[src/rtl/alu_pkg.sv]
// Shared op codes and FSM state type for the ALU and its two-requester arbiter.
package alu_pkg;

    localparam logic [2:0] OP_ADD   = 3'b000;
    localparam logic [2:0] OP_SUB   = 3'b001;
    localparam logic [2:0] OP_AND   = 3'b010;
    localparam logic [2:0] OP_OR    = 3'b011;
    localparam logic [2:0] OP_XOR   = 3'b100;
    localparam logic [2:0] OP_NOTA  = 3'b101;
    localparam logic [2:0] OP_PASSA = 3'b110;
    localparam logic [2:0] OP_PASSB = 3'b111;

    typedef enum logic [1:0] {
        StIdle = 2'd0,
        StExec = 2'd1,
        StResp = 2'd2
    } state_t;

endpackage

[src/rtl/alu.sv]
// Combinational ALU; ADD and SUB wrap modulo 2^DATA_W with no carry out.
module alu
    import alu_pkg::*;
#(
    parameter int unsigned DATA_W = 4
) (
    input  logic [DATA_W-1:0] i_a,
    input  logic [DATA_W-1:0] i_b,
    input  logic [2:0]        i_sel,
    output logic [DATA_W-1:0] o_result
);

    // Decode the op code into the selected function of the operands.
    always_comb begin
        o_result = '0;
        unique case (i_sel)
            OP_ADD:   o_result = i_a + i_b;
            OP_SUB:   o_result = i_a - i_b;
            OP_AND:   o_result = i_a & i_b;
            OP_OR:    o_result = i_a | i_b;
            OP_XOR:   o_result = i_a ^ i_b;
            OP_NOTA:  o_result = ~i_a;
            OP_PASSA: o_result = i_a;
            OP_PASSB: o_result = i_b;
            default:  o_result = '0;
        endcase
    end

endmodule

[src/rtl/alu_arbiter.sv]
// Round-robin arbiter sharing one ALU between two requesters, one op in flight.
module alu_arbiter
    import alu_pkg::*;
#(
    parameter int unsigned DATA_W = 4
) (
    input  logic              clk,
    input  logic              rst_n,
    input  logic              req0_valid,
    output logic              req0_ready,
    input  logic [DATA_W-1:0] req0_a,
    input  logic [DATA_W-1:0] req0_b,
    input  logic [2:0]        req0_sel,
    input  logic              req1_valid,
    output logic              req1_ready,
    input  logic [DATA_W-1:0] req1_a,
    input  logic [DATA_W-1:0] req1_b,
    input  logic [2:0]        req1_sel,
    output logic              rsp_valid,
    input  logic              rsp_ready,
    output logic              rsp_id,
    output logic [DATA_W-1:0] rsp_result,
    output logic              busy
);

    state_t            r_state;
    state_t            w_state_next;
    logic              r_last;
    logic [DATA_W-1:0] r_a;
    logic [DATA_W-1:0] r_b;
    logic [2:0]        r_sel;
    logic              r_id;
    logic [DATA_W-1:0] r_result;
    logic              r_rsp_id;
    logic              w_gnt_id;
    logic              w_take;
    logic [DATA_W-1:0] w_alu_result;

    // Tie goes to the requester not granted last; otherwise the sole valid one wins.
    assign w_gnt_id = (req0_valid && req1_valid) ? ~r_last : req1_valid;
    // Accept only in IDLE and never while reset is asserted.
    assign w_take   = rst_n && (r_state == StIdle) && (req0_valid || req1_valid);

    assign req0_ready = w_take && !w_gnt_id;
    assign req1_ready = w_take && w_gnt_id;
    assign rsp_valid  = (r_state == StResp);
    assign rsp_result = r_result;
    assign rsp_id     = r_rsp_id;
    assign busy       = (r_state != StIdle);

    // ALU sees only the captured operands, never the live request buses.
    alu #(
        .DATA_W (DATA_W)
    ) u_alu (
        .i_a      (r_a),
        .i_b      (r_b),
        .i_sel    (r_sel),
        .o_result (w_alu_result)
    );

    // Next-state logic: IDLE -> EXEC on any request, EXEC -> RESP, RESP -> IDLE on rsp_ready.
    always_comb begin
        w_state_next = r_state;
        unique case (r_state)
            StIdle:  if (req0_valid || req1_valid) w_state_next = StExec;
            StExec:  w_state_next = StResp;
            StResp:  if (rsp_ready) w_state_next = StIdle;
            default: w_state_next = StIdle;
        endcase
    end

    // State, request capture, grant pointer and response registers.
    always_ff @(posedge clk) begin
        if (!rst_n) begin
            r_state  <= StIdle;
            r_last   <= 1'b1;
            r_a      <= '0;
            r_b      <= '0;
            r_sel    <= '0;
            r_id     <= 1'b0;
            r_result <= '0;
            r_rsp_id <= 1'b0;
        end else begin
            r_state <= w_state_next;
            if (w_take) begin
                r_a    <= w_gnt_id ? req1_a : req0_a;
                r_b    <= w_gnt_id ? req1_b : req0_b;
                r_sel  <= w_gnt_id ? req1_sel : req0_sel;
                r_id   <= w_gnt_id;
                r_last <= w_gnt_id;
            end
            if (r_state == StExec) begin
                r_result <= w_alu_result;
                r_rsp_id <= r_id;
            end
        end
    end

endmodule

[config.mk]
export PLATFORM = sky130hd
export DESIGN_NAME = alu_arbiter
export DESIGN_NICKNAME = d
export VERILOG_FILES = /design/src/rtl/alu_pkg.sv /design/src/rtl/alu.sv /design/src/rtl/alu_arbiter.sv
export SDC_FILE = /design/constraint.sdc
export NUM_CORES = 1
export LEC_CHECK = 0
export CAP_MARGIN = 20
export CORE_UTILIZATION = 44
export CTS_CLUSTER_DIAMETER = 30
export DETAILED_ROUTE_END_ITERATION = 6
export GPL_TIMING_DRIVEN = 1
export PLACE_DENSITY = 0.79
export SLEW_MARGIN = 5
export SYNTH_ARGS = -nofsm -noshare
export SYNTH_HDL_FRONTEND = slang
export SYNTH_SLANG_ARGS = --single-unit
[constraint.sdc]
create_clock -name clk -period 2.4 [get_ports clk]
set_input_delay 0.6 -clock clk [delete_from_list [all_inputs] [get_ports clk]]
set_output_delay 0.6 -clock clk [all_outputs]
set_load 0.05 [all_outputs]
==> metrics.cfg, run 1 <==
[status]
status=finished clean

[finish]
utilization_pct=62.75
antenna_cells_inserted=0
drive_above_1_share_pct=12.82
commonest_non_fill_non_tap_cell_in_the_layout=clkdlybuf4s50_1
design_area_sq_mm=0.001916
area_growth_syn_to_layout_pct=35.13
layout_common_cells=31 x clkdlybuf4s50_1, 21 x nand2_1, 20 x dfxtp_1
design.final.nets=236
number_of_fill_cells_in_the_layout=263

[grt]
use_met1_pct=24.18
grt_overflow_total=0
grt_first_pass_wirelength_um=5133
use_met2_pct=34.42
first_global_vias=1199
grt_busiest_layer=met2
globalRouteTotalUtil_pct=19.81
grtUsageMet3_pct=2.637
grt_antenna_before_repair=0
pin_count_of_the_biggest_net_entering_global_routing=21

[synth]
yosys_register_bits=20
synth_top_cell_by_area=dfxtp_1
ys_top_cells_by_area=dfxtp_1 28%, mux2i_1 11%, ha_1 11%, o211a_1 8.5%, nand2_1 5.6%
postSynth.asyncResetShare_pct=0
ys_warn_count=0
synth_seq_area_share_pct=28.24
synth_area_per_cell_sq_um=9.029
synth_enable_flop_cells=0
netlist-cell-type-count=43
syn_area_sq_mm=0.001418
netlist_instances=157
syn-num-nets=197
synth_largest_type_area_fraction_pct=28.24
most_common_flop_cell_mapped_by_yosys=dfxtp_1

[floorplan]
floorplan.initialDensity_pct=46.43
rows=20
die_area_sq_mm=0.003453
core_area_sq_mm=0.003053
pin_count=36
die_x_um=58.76
die_y_um=58.76

[route]
vias_per_cell=5.322
ant_nets=0
drt_pass1_iterations=4
routed-via-count=1272
wl_per_cell_um=13.13
wl_um=3137
detail_route.drc_violations=0
drtIter0Drc=28

[setup_path]
crit_path_cell_trace=clkdlybuf4s50_1 > nor3b_4 > nor2b_4 > buf_12
worstPathArrival_ns=1.73
cp-end-kind=output pin
cp.required_ns=1.80
timing.reg2reg.worst_path_depth=8
timing.rr.start=r_b[0]$_SDFFE_PN0P_
critPathMaxFanout=4
timing.critical_path.slowest_cell_delay_ns=0.51
crit-reg2reg-capture=rsp_result[2]$_SDFFE_PN0N_
master_of_the_slowest_instance_on_the_critical_path=clkdlybuf4s50_1
crit_type=input pin to output pin
crit_path_start_kind=input pin
reg2reg_slack_ns=0.17
timing.critical_path.buf_inv=2
cpLargestDelayFamily=buffers and inverters

[hold_path]
min_path_type=flop to flop
worst_hold_path.num_cells=2
holdPathEnd=rsp_id$_SDFFE_PN0N_
min_delay_src=rsp_id$_SDFFE_PN0N_

[sta]
timing.slew.headroom_pct=66.36
timing.final.hold_violations=0
slew_violations=0
setup_viol=0
rsz0062_at_grt=no
timing.fmax_mhz=429.7
period_utilization_pct=96.97
clock-skew-final_ns=0.006106
max_slew.worst_pin.slew_ns=0.5030
period_minus_slack_ns=2.327

[cts]
cts_buffers=3
h-tree-depth=1
cts_sinks=20
clock_tree.buffer_depth=2
tritoncts=yes
worst_skew_pair.late_latency_ns=0.31
postCtsSetupRepairBufs=0
clock-root-buffer=clkbuf_4
post_cts_clock_slew_at_the_launch_and_capture_registers_of_the_worst_setup_and_hold_paths_ns=0.13

[pwr]
power.density_cell_area_mw_per_mm2=583.9
power.ir.vdd_worst_v=0.0002760
power_consumption_w=0.001119
power.leakage_nw=0.8845

[place]
io_buffers=35
gp_congestion=0.8865
detailed_place.area_sq_mm=0.001848
total_half_perimeter_wirelength_after_legalization_and_detailed_placement_um=2515

[run]
drv_cap=0

==> per-stage QoR <==
step,hold WS [ns],std cells,setup WS (ns),setup TNS [ns]
after global routing,0.4784,239,0.02291,0
after floorplan,0.4262,157,0.1526,0
after detailed placement,0.4448,235,-0.03048,-0.04651
after CTS,0.4627,239,0.003434,0
final,0.4621,239,0.07278,0
after global placement,0.4410,235,0.03758,0
==> logic make-up after synthesis <==
logic type | after synthesis | synth area share (%)
compound gates | 40 | 21.71
xor+xnor | 5 | 3.089
fa+ha+maj | 13 | 12.00
buf+inv | 22 | 7.503
flops | 20 | 28.24
mux | 17 | 12.89
simple gates | 40 | 14.56
==> synth_stat cells (3+ instances only) <==
master	n
nor2b_1	4
o21ai_0	3
buf_2	4
o211a_1	12
inv_1	11
ha_1	12
o21ai_1	3
nand2_1	21
xnor2_1	4
a31oi_1	3
mux2i_1	16
a21oi_1	5
dfxtp_1	20
==> what timing repair did <==
item / in CTS / in global routing
hold buffers: 0 / 0
resized for setup: 2 / 3
endpoints found under the setup margin: 2 / 2
endpoints found under the hold margin: 0 / 0
pin swaps: 1 / 1
gates cloned: 0 / 0
==> flip-flops by register name, summed over array words and instances (netlist names) <==
| signal | cells |
|---|---|
| rsp_result | 4 |
| r_id | 1 |
| rsp_id | 1 |
| r_state | 2 |
| r_a | 4 |
| r_sel | 3 |
| r_last | 1 |
| r_b | 4 |
==> tightest hold or removal path: cells and delay by family (launching register included) <==
kind / cells / cell delay, ns
flops: 1 / 0.33
simple gates: 1 / 0.05
compound gates: 1 / 0.05
==> report_power, final <==
part           internal (W)  switching [W]
logic              0.000214       0.000224
clock network      0.000169       0.000116
registers          0.000365      0.0000308
==> area by class of cell <==
cell class	instances	area (sq um)	share of cell area [%]
multi-input cells	115	923.4	48.20
repair buffers	43	435.4	22.73
flip-flops and latches	20	400.4	20.90
well taps	44	55.05	2.874
inverters	13	48.80	2.547
clock inverters	1	30.03	1.568
clock buffers	3	22.52	1.176
==> metal layers <==
metal	wire length, um	vias up
li1	-	629
met1	1398	610
met2	1606	29
met3	89	4
met4	42	0
met5	0	-
==> how the worst max path moves through the flow <==
| stage | start | endpoint | slack [ns] | cells after the start |
|---|---|---|---|---|
| floorplan | req1_valid | req0_ready | 0.15 | 4 |
| global placement | req0_valid | req1_ready | 0.04 | 5 |
| detailed placement | req0_valid | req0_ready | -0.03 | 5 |
| CTS | req0_valid | req0_ready | 0.003 | 5 |
| global route | r_state[1]$_SDFFE_PN0P_ | rsp_valid | 0.02 | 2 |
| finish | rst_n | req0_ready | 0.07 | 4 |
Power figures use the tool's default switching activity.
==> run 2, diff against run 1 <==
--- a/config.mk
+++ b/config.mk
@@ -6,11 +6,14 @@
 export NUM_CORES = 1
 export LEC_CHECK = 0
 export CAP_MARGIN = 20
+export CORE_MARGIN = 1.5
 export CORE_UTILIZATION = 44
+export CTS_BUF_LIST = sky130_fd_sc_hd__clkbuf_4
 export CTS_CLUSTER_DIAMETER = 30
 export DETAILED_ROUTE_END_ITERATION = 6
 export GPL_TIMING_DRIVEN = 1
 export PLACE_DENSITY = 0.79
+export SKIP_LAST_GASP = 1
 export SLEW_MARGIN = 5
 export SYNTH_ARGS = -nofsm -noshare
 export SYNTH_HDL_FRONTEND = slang
==> run 2 against run 1 <==
Net effect:
- sequential power about the same
- combinational power up 2%
- critical path type unchanged
- clock-buffer cell count unchanged
- final cell count rose by 0.84%
- largest power group unchanged
- power decreased by 9.8%
- sequential cell count did not move
- worst setup slack got worse by 0.029 ns
- via count is 2.0% higher
- non-clock buffer count up 3
==> metrics.cfg, run 2 (same netlist as run 1, synthesis figures left out) <==
[setup_path]
critPathMaxFanout=5  ; +1
cp-end-kind=output pin
cp.required_ns=1.80  ; about the same
crit-reg2reg-capture=rsp_result[2]$_SDFFE_PN0N_
critical_path.startpoint=req0_valid
crit_path_end=req0_ready
crit_path_start_kind=input pin
worstPathArrival_ns=1.76  ; +0.03 ns
timing.rr.start=r_b[0]$_SDFFE_PN0P_
reg2reg_slack_ns=0.15  ; -0.02 ns
crit_type=input pin to output pin
timing.reg2reg.worst_path_depth=8  ; unchanged

[cts]
post_cts_clock_slew_at_the_launch_and_capture_registers_of_the_worst_setup_and_hold_paths_ns=0.12  ; about the same
h-tree-depth=1  ; unchanged
cts_sinks=20  ; unchanged
clock_tree.buffer_depth=2  ; unchanged
tritoncts=yes
clock-root-buffer=clkbuf_4
worst_skew_pair.late_latency_ns=0.32  ; about the same
cts_buffers=3  ; unchanged

[finish]
commonest_non_fill_non_tap_cell_in_the_layout=clkdlybuf4s50_1
antenna_cells_inserted=0  ; unchanged
design_area_sq_mm=0.001903  ; -0.65%
area_growth_syn_to_layout_pct=34.25
drive_above_1_share_pct=13.20  ; +0.38 points
utilization_pct=62.34  ; -0.41 points
design.final.nets=239  ; +1.3%
layout_common_cells=32 x clkdlybuf4s50_1, 21 x nand2_1, 20 x dfxtp_1

[grt]
grt_first_pass_wirelength_um=5526  ; +7.7%
first_global_vias=1243  ; +3.7%
globalRouteTotalUtil_pct=20.26  ; +0.44 points
grt_overflow_total=0  ; unchanged
pin_count_of_the_biggest_net_entering_global_routing=21  ; unchanged
grt_antenna_before_repair=0  ; unchanged

[sta]
clock-skew-final_ns=0.01378  ; +0.007671 ns
timing.final.hold_violations=0  ; unchanged
setup_viol=0  ; unchanged
timing.fmax_mhz=424.4  ; -1.2%
period_utilization_pct=98.17  ; +1.2 points
period_minus_slack_ns=2.356  ; +0.02886 ns
slew_violations=0  ; unchanged
totalNegativeSetupSlack_ns=0  ; unchanged
whs_ns=0.4704  ; +0.008342 ns
timing.slew.headroom_pct=65.47  ; -0.89 points
max_slew.worst_pin.slew_ns=0.5163  ; +0.01331 ns

[pwr]
power.leakage_nw=0.8841  ; about the same
power_consumption_w=0.001009  ; -9.8%
power.ir.vdd_worst_v=0.0003009  ; +9.0%
power.density_cell_area_mw_per_mm2=530.4  ; -9.2%

[route]
routed-via-count=1297  ; +2.0%
drt_pass1_iterations=4  ; unchanged
wl_um=3211  ; +2.4%
drtIter0Drc=52  ; +86%
wl_per_cell_um=13.32  ; +1.5%
vias_per_cell=5.382  ; +1.1%
detail_route.drc_violations=0  ; unchanged
ant_nets=0  ; unchanged

[floorplan]
rows=20  ; unchanged
die_area_sq_mm=0.003571  ; +3.4%
core_area_sq_mm=0.003053  ; unchanged
die_y_um=59.76  ; +1.7%
floorplan.initialDensity_pct=46.43  ; unchanged
die_x_um=59.76  ; +1.7%
pin_count=36  ; unchanged

[status]
status=finished clean

[run]
drv_cap=0  ; unchanged

[place]
detailed_place.area_sq_mm=0.001856  ; +0.41%
io_buffers=35  ; unchanged
total_half_perimeter_wirelength_after_legalization_and_detailed_placement_um=2559  ; +1.8%
gp_congestion=0.8422  ; -5.0%

[hold_path]
min_path_type=flop to flop

[run 2: changes by cell type in the layout (fill, tap and decap cells not counted), sizes merged]
| cell | previous run | this run |
|---|---|---|
| buf | 10 | 13 |
| bufinv | 1 | 0 |
| dlymetal6s2s | 2 | 1 |
| clkdlybuf4s50 | 31 | 32 |
[run 2: where the power goes]
part | switching, W | internal, W | total (W)
Sequential | 0.0000314 | 0.000365 | 0.000397
Combinational | 0.000226 | 0.000219 | 0.000445
Clock | 0.000109 | 0.0000588 | 0.000168
[run 2: through the flow]
step | cells | worst slack (ns)
2_1_floorplan | 157 | 0.1526
3_3_place_gp | 236 | 0.03979
3_5_place_dp | 236 | -0.006061
4_1_cts | 239 | -0.01359
5_1_grt | 241 | -0.004984
6_report | 241 | 0.04391
[run 2: critical path, stage by stage]
cell             delay [ns]
clkdlybuf4s50_1        0.48
nor2_1                 0.07
nor3b_4                0.25
nor2b_4                0.22
buf_12                 0.14
[run 2: repair_timing]
action / in CTS / in global routing
setup endpoints to repair: 2 / 3
pin swaps: 0 / 1
hold buffers: 0 / 0
gates resized for setup: 0 / 3
cloned: 0 / 0
setup buffers: 0 / 2
[run 2: final cells by class]
type                       count  area, sq um
timing repair buffer          46        455.4
inverter                      13        48.80
fill                         271         1150
sequential                    20        400.4
clock buffer                   3        22.52
tap                           44        55.05
multi-input combinational    115        920.9
[run 2: worst min-delay path by stage]
| stage | start | to | slack (ns) | cells past startpoint |
|---|---|---|---|---|
| finish | rsp_id$_SDFFE_PN0N_ | rsp_id$_SDFFE_PN0N_ | 0.47 | 2 |
| global route | rsp_result[2]$_SDFFE_PN0N_ | rsp_result[2]$_SDFFE_PN0N_ | 0.49 | 2 |
| CTS | rsp_result[2]$_SDFFE_PN0N_ | rsp_result[2]$_SDFFE_PN0N_ | 0.47 | 2 |
| detailed placement | rsp_result[1]$_SDFFE_PN0N_ | rsp_result[1]$_SDFFE_PN0N_ | 0.45 | 2 |
| global placement | rsp_result[1]$_SDFFE_PN0N_ | rsp_result[1]$_SDFFE_PN0N_ | 0.44 | 2 |
| floorplan | r_id$_SDFFE_PN0P_ | rsp_id$_SDFFE_PN0N_ | 0.43 | 2 |
[run 2: metal layers]
| layer | track usage, % | vias to the layer above | part of all wire (%) |
|---|---|---|---|
| li1 | - | 641 | - |
| met1 | 24.97 | 615 | 43 |
| met2 | 35.40 | 35 | 51 |
| met3 | 4.545 | 6 | 4.4 |
| met4 | 5.079 | 0 | 1.3 |
| met5 | 0 | - | 0 |
==> run 3, diff against run 2 <==
--- a/config.mk
+++ b/config.mk
@@ -6,13 +6,13 @@
 export NUM_CORES = 1
 export LEC_CHECK = 0
 export CAP_MARGIN = 20
-export CORE_MARGIN = 1.5
-export CORE_UTILIZATION = 44
+export CORE_MARGIN = 2
+export CORE_UTILIZATION = 45
 export CTS_BUF_LIST = sky130_fd_sc_hd__clkbuf_4
 export CTS_CLUSTER_DIAMETER = 30
 export DETAILED_ROUTE_END_ITERATION = 6
 export GPL_TIMING_DRIVEN = 1
-export PLACE_DENSITY = 0.79
+export PLACE_DENSITY = 0.8
 export SKIP_LAST_GASP = 1
 export SLEW_MARGIN = 5
 export SYNTH_ARGS = -nofsm -noshare
==> run 3 against run 2 <==
Net effect:
- final cell count did not move
- power rose by 1.0%
- global-route usage fell by 0.83 points
- register-to-register slack barely moved
- highest routed layer unchanged
- worst setup slack got worse by 0.0063 ns
==> metrics.cfg, run 3 (same netlist as run 1, synthesis figures left out) <==
[sta]
totalNegativeSetupSlack_ns=0  ; unchanged
setup_viol=0  ; unchanged
max_slew.worst_pin.slew_ns=0.4935  ; -0.02276 ns
timing.fmax_mhz=423.3  ; -0.27%
slew_violations=0  ; unchanged
timing.final.hold_violations=0  ; unchanged
clock-skew-final_ns=0.0007946  ; -0.01298 ns
period_minus_slack_ns=2.362  ; +0.006335 ns
timing.slew.headroom_pct=67.00  ; +1.5 points
period_utilization_pct=98.43  ; +0.26 points

[floorplan]
pin_count=36  ; unchanged
core_area_sq_mm=0.003028  ; -0.82%
die_y_um=60.13  ; +0.61%
floorplan.initialDensity_pct=46.82  ; +0.38 points
rows=20  ; unchanged
die_area_sq_mm=0.003615  ; +1.2%
die_x_um=60.13  ; +0.61%

[grt]
grt_antenna_before_repair=0  ; unchanged
pin_count_of_the_biggest_net_entering_global_routing=21  ; unchanged
grt_first_pass_wirelength_um=5368  ; -2.9%
grt_overflow_total=0  ; unchanged
first_global_vias=1258  ; +1.2%
globalRouteTotalUtil_pct=19.43  ; -0.83 points

[pwr]
power.leakage_nw=0.8776  ; -0.74%
power_consumption_w=0.001020  ; +1.0%
power.density_cell_area_mw_per_mm2=534.7  ; +0.81%
power.ir.vdd_worst_v=0.0002575  ; -14%

[finish]
utilization_pct=62.98  ; +0.64 points
layout_common_cells=32 x clkdlybuf4s50_1, 21 x nand2_1, 20 x dfxtp_1
layoutNonFillerInstCount=241  ; unchanged
design.final.nets=238  ; -0.42%
drive_above_1_share_pct=12.69  ; -0.51 points
commonest_non_fill_non_tap_cell_in_the_layout=clkdlybuf4s50_1
antenna_cells_inserted=0  ; unchanged
area_growth_syn_to_layout_pct=34.51
design_area_sq_mm=0.001907  ; +0.20%
number_of_fill_cells_in_the_layout=254  ; -6.3%

[cts]
cts_sinks=20  ; unchanged
worst_skew_pair.late_latency_ns=0.32  ; about the same
clock_tree.buffer_depth=2  ; unchanged
cts_buffers=3  ; unchanged
clock-root-buffer=clkbuf_4
tritoncts=yes
h-tree-depth=1  ; unchanged
post_cts_clock_slew_at_the_launch_and_capture_registers_of_the_worst_setup_and_hold_paths_ns=0.12  ; about the same

[route]
wl_um=3201  ; -0.31%
drtIter0Drc=39  ; -25%
dr.max_layer_used=met4
routed-via-count=1255  ; -3.2%
detail_route.drc_violations=0  ; unchanged
vias_per_cell=5.207  ; -3.2%
m1WireLength_um=1413  ; +1.3%
drt_pass1_iterations=4  ; unchanged
wl_per_cell_um=13.28  ; -0.31%
met3WireLength_um=126  ; -10%
ant_nets=0  ; unchanged
met2_wirelength_um=1603  ; -1.8%

[setup_path]
reg2reg_slack_ns=0.14  ; about the same
crit_path_start_kind=input pin
master_of_the_slowest_instance_on_the_critical_path=clkdlybuf4s50_1
crit_type=input pin to output pin
cp.required_ns=1.80  ; about the same
crit-reg2reg-capture=rsp_result[2]$_SDFFE_PN0N_
critical_path.startpoint=req1_valid
crit_path_cell_trace=clkdlybuf4s50_1 > nor2_1 > nor3b_4 > nor2b_4 > buf_12
cp-end-kind=output pin
cpLargestDelayFamily=buffers and inverters
critPathMaxFanout=4  ; -1
worstPathArrival_ns=1.76  ; about the same
timing.critical_path.buf_inv=2  ; unchanged
timing.rr.start=r_b[0]$_SDFFE_PN0P_
timing.reg2reg.worst_path_depth=8  ; unchanged
timing.critical_path.slowest_cell_delay_ns=0.49  ; about the same

[hold_path]
holdPathEnd=rsp_result[1]$_SDFFE_PN0N_
min_path_type=flop to flop
worst_hold_path.num_cells=2  ; unchanged
min_delay_src=rsp_result[1]$_SDFFE_PN0N_

[place]
total_half_perimeter_wirelength_after_legalization_and_detailed_placement_um=2523  ; -1.4%
io_buffers=35  ; unchanged
gp_congestion=0.8751  ; +3.9%
post-place-cells=236  ; unchanged
detailed_place.area_sq_mm=0.001856  ; unchanged

[status]
status=finished clean

[run]
drv_cap=0  ; unchanged

[run 3: per-stage QoR]
stage,worst slack [ns],hold WS (ns)
after floorplan,0.1526,0.4262
after global placement,0.04083,0.4395
after detailed placement,0.01308,0.4602
after CTS,-0.007122,0.4766
after global routing,-0.005805,0.4939
final,0.03758,0.4695
[run 3: worst max-delay path by stage]
stage	slack, ns	endpoint	cells past startpoint
final	0.04	req0_ready	5
after global routing	-0.006	req0_ready	5
after CTS	-0.007	req0_ready	5
after detailed placement	0.01	req0_ready	5
after global placement	0.04	req0_ready	5
after floorplan	0.15	req0_ready	4
[run 3: layout make-up]
cell class / instances / area (sq um) / share of cell area, %
Multi-Input combinational cell: 115 / 928.4 / 48.69
Clock buffer: 3 / 22.52 / 1.181
Timing Repair Buffer: 45 / 447.9 / 23.49
Inverter: 13 / 48.80 / 2.559
Tap cell: 44 / 55.05 / 2.887
Clock inverter: 1 / 3.754 / 0.1969
Sequential cell: 20 / 400.4 / 21.00
[run 3: tightest hold or removal path: cells and delay by family (launching register included)]
| kind | cells | cell delay (ns) |
|---|---|---|
| AO/OA/AOI/OAI | 1 | 0.05 |
| flip-flops | 1 | 0.33 |
| AND/OR/NAND/NOR | 1 | 0.05 |
[run 3: routing by layer]
metal / track usage, % / up-vias
met5: 0 / -
met4: 5.397 / 0
met3: 3.247 / 5
met2: 34.78 / 35
met1: 23.68 / 577
li1: - / 638
[run 3: report_power, final]
part / internal, W / leakage (nW) / switching (W)
combinational: 0.000218 / 0.698 / 0.000224
sequential: 0.000365 / 0.165 / 0.0000337
clock: 0.0000610 / 0.0154 / 0.000118
total: 0.000644 / 0.878 / 0.000376
[run 3: timing repair]
action                                  in CTS  in global routing
buffers inserted                             0                  1
pin swaps                                    0                  1
endpoints found under the setup margin       1                  2
hold buffers                                 0                  0
gates resized for setup                      0                  4
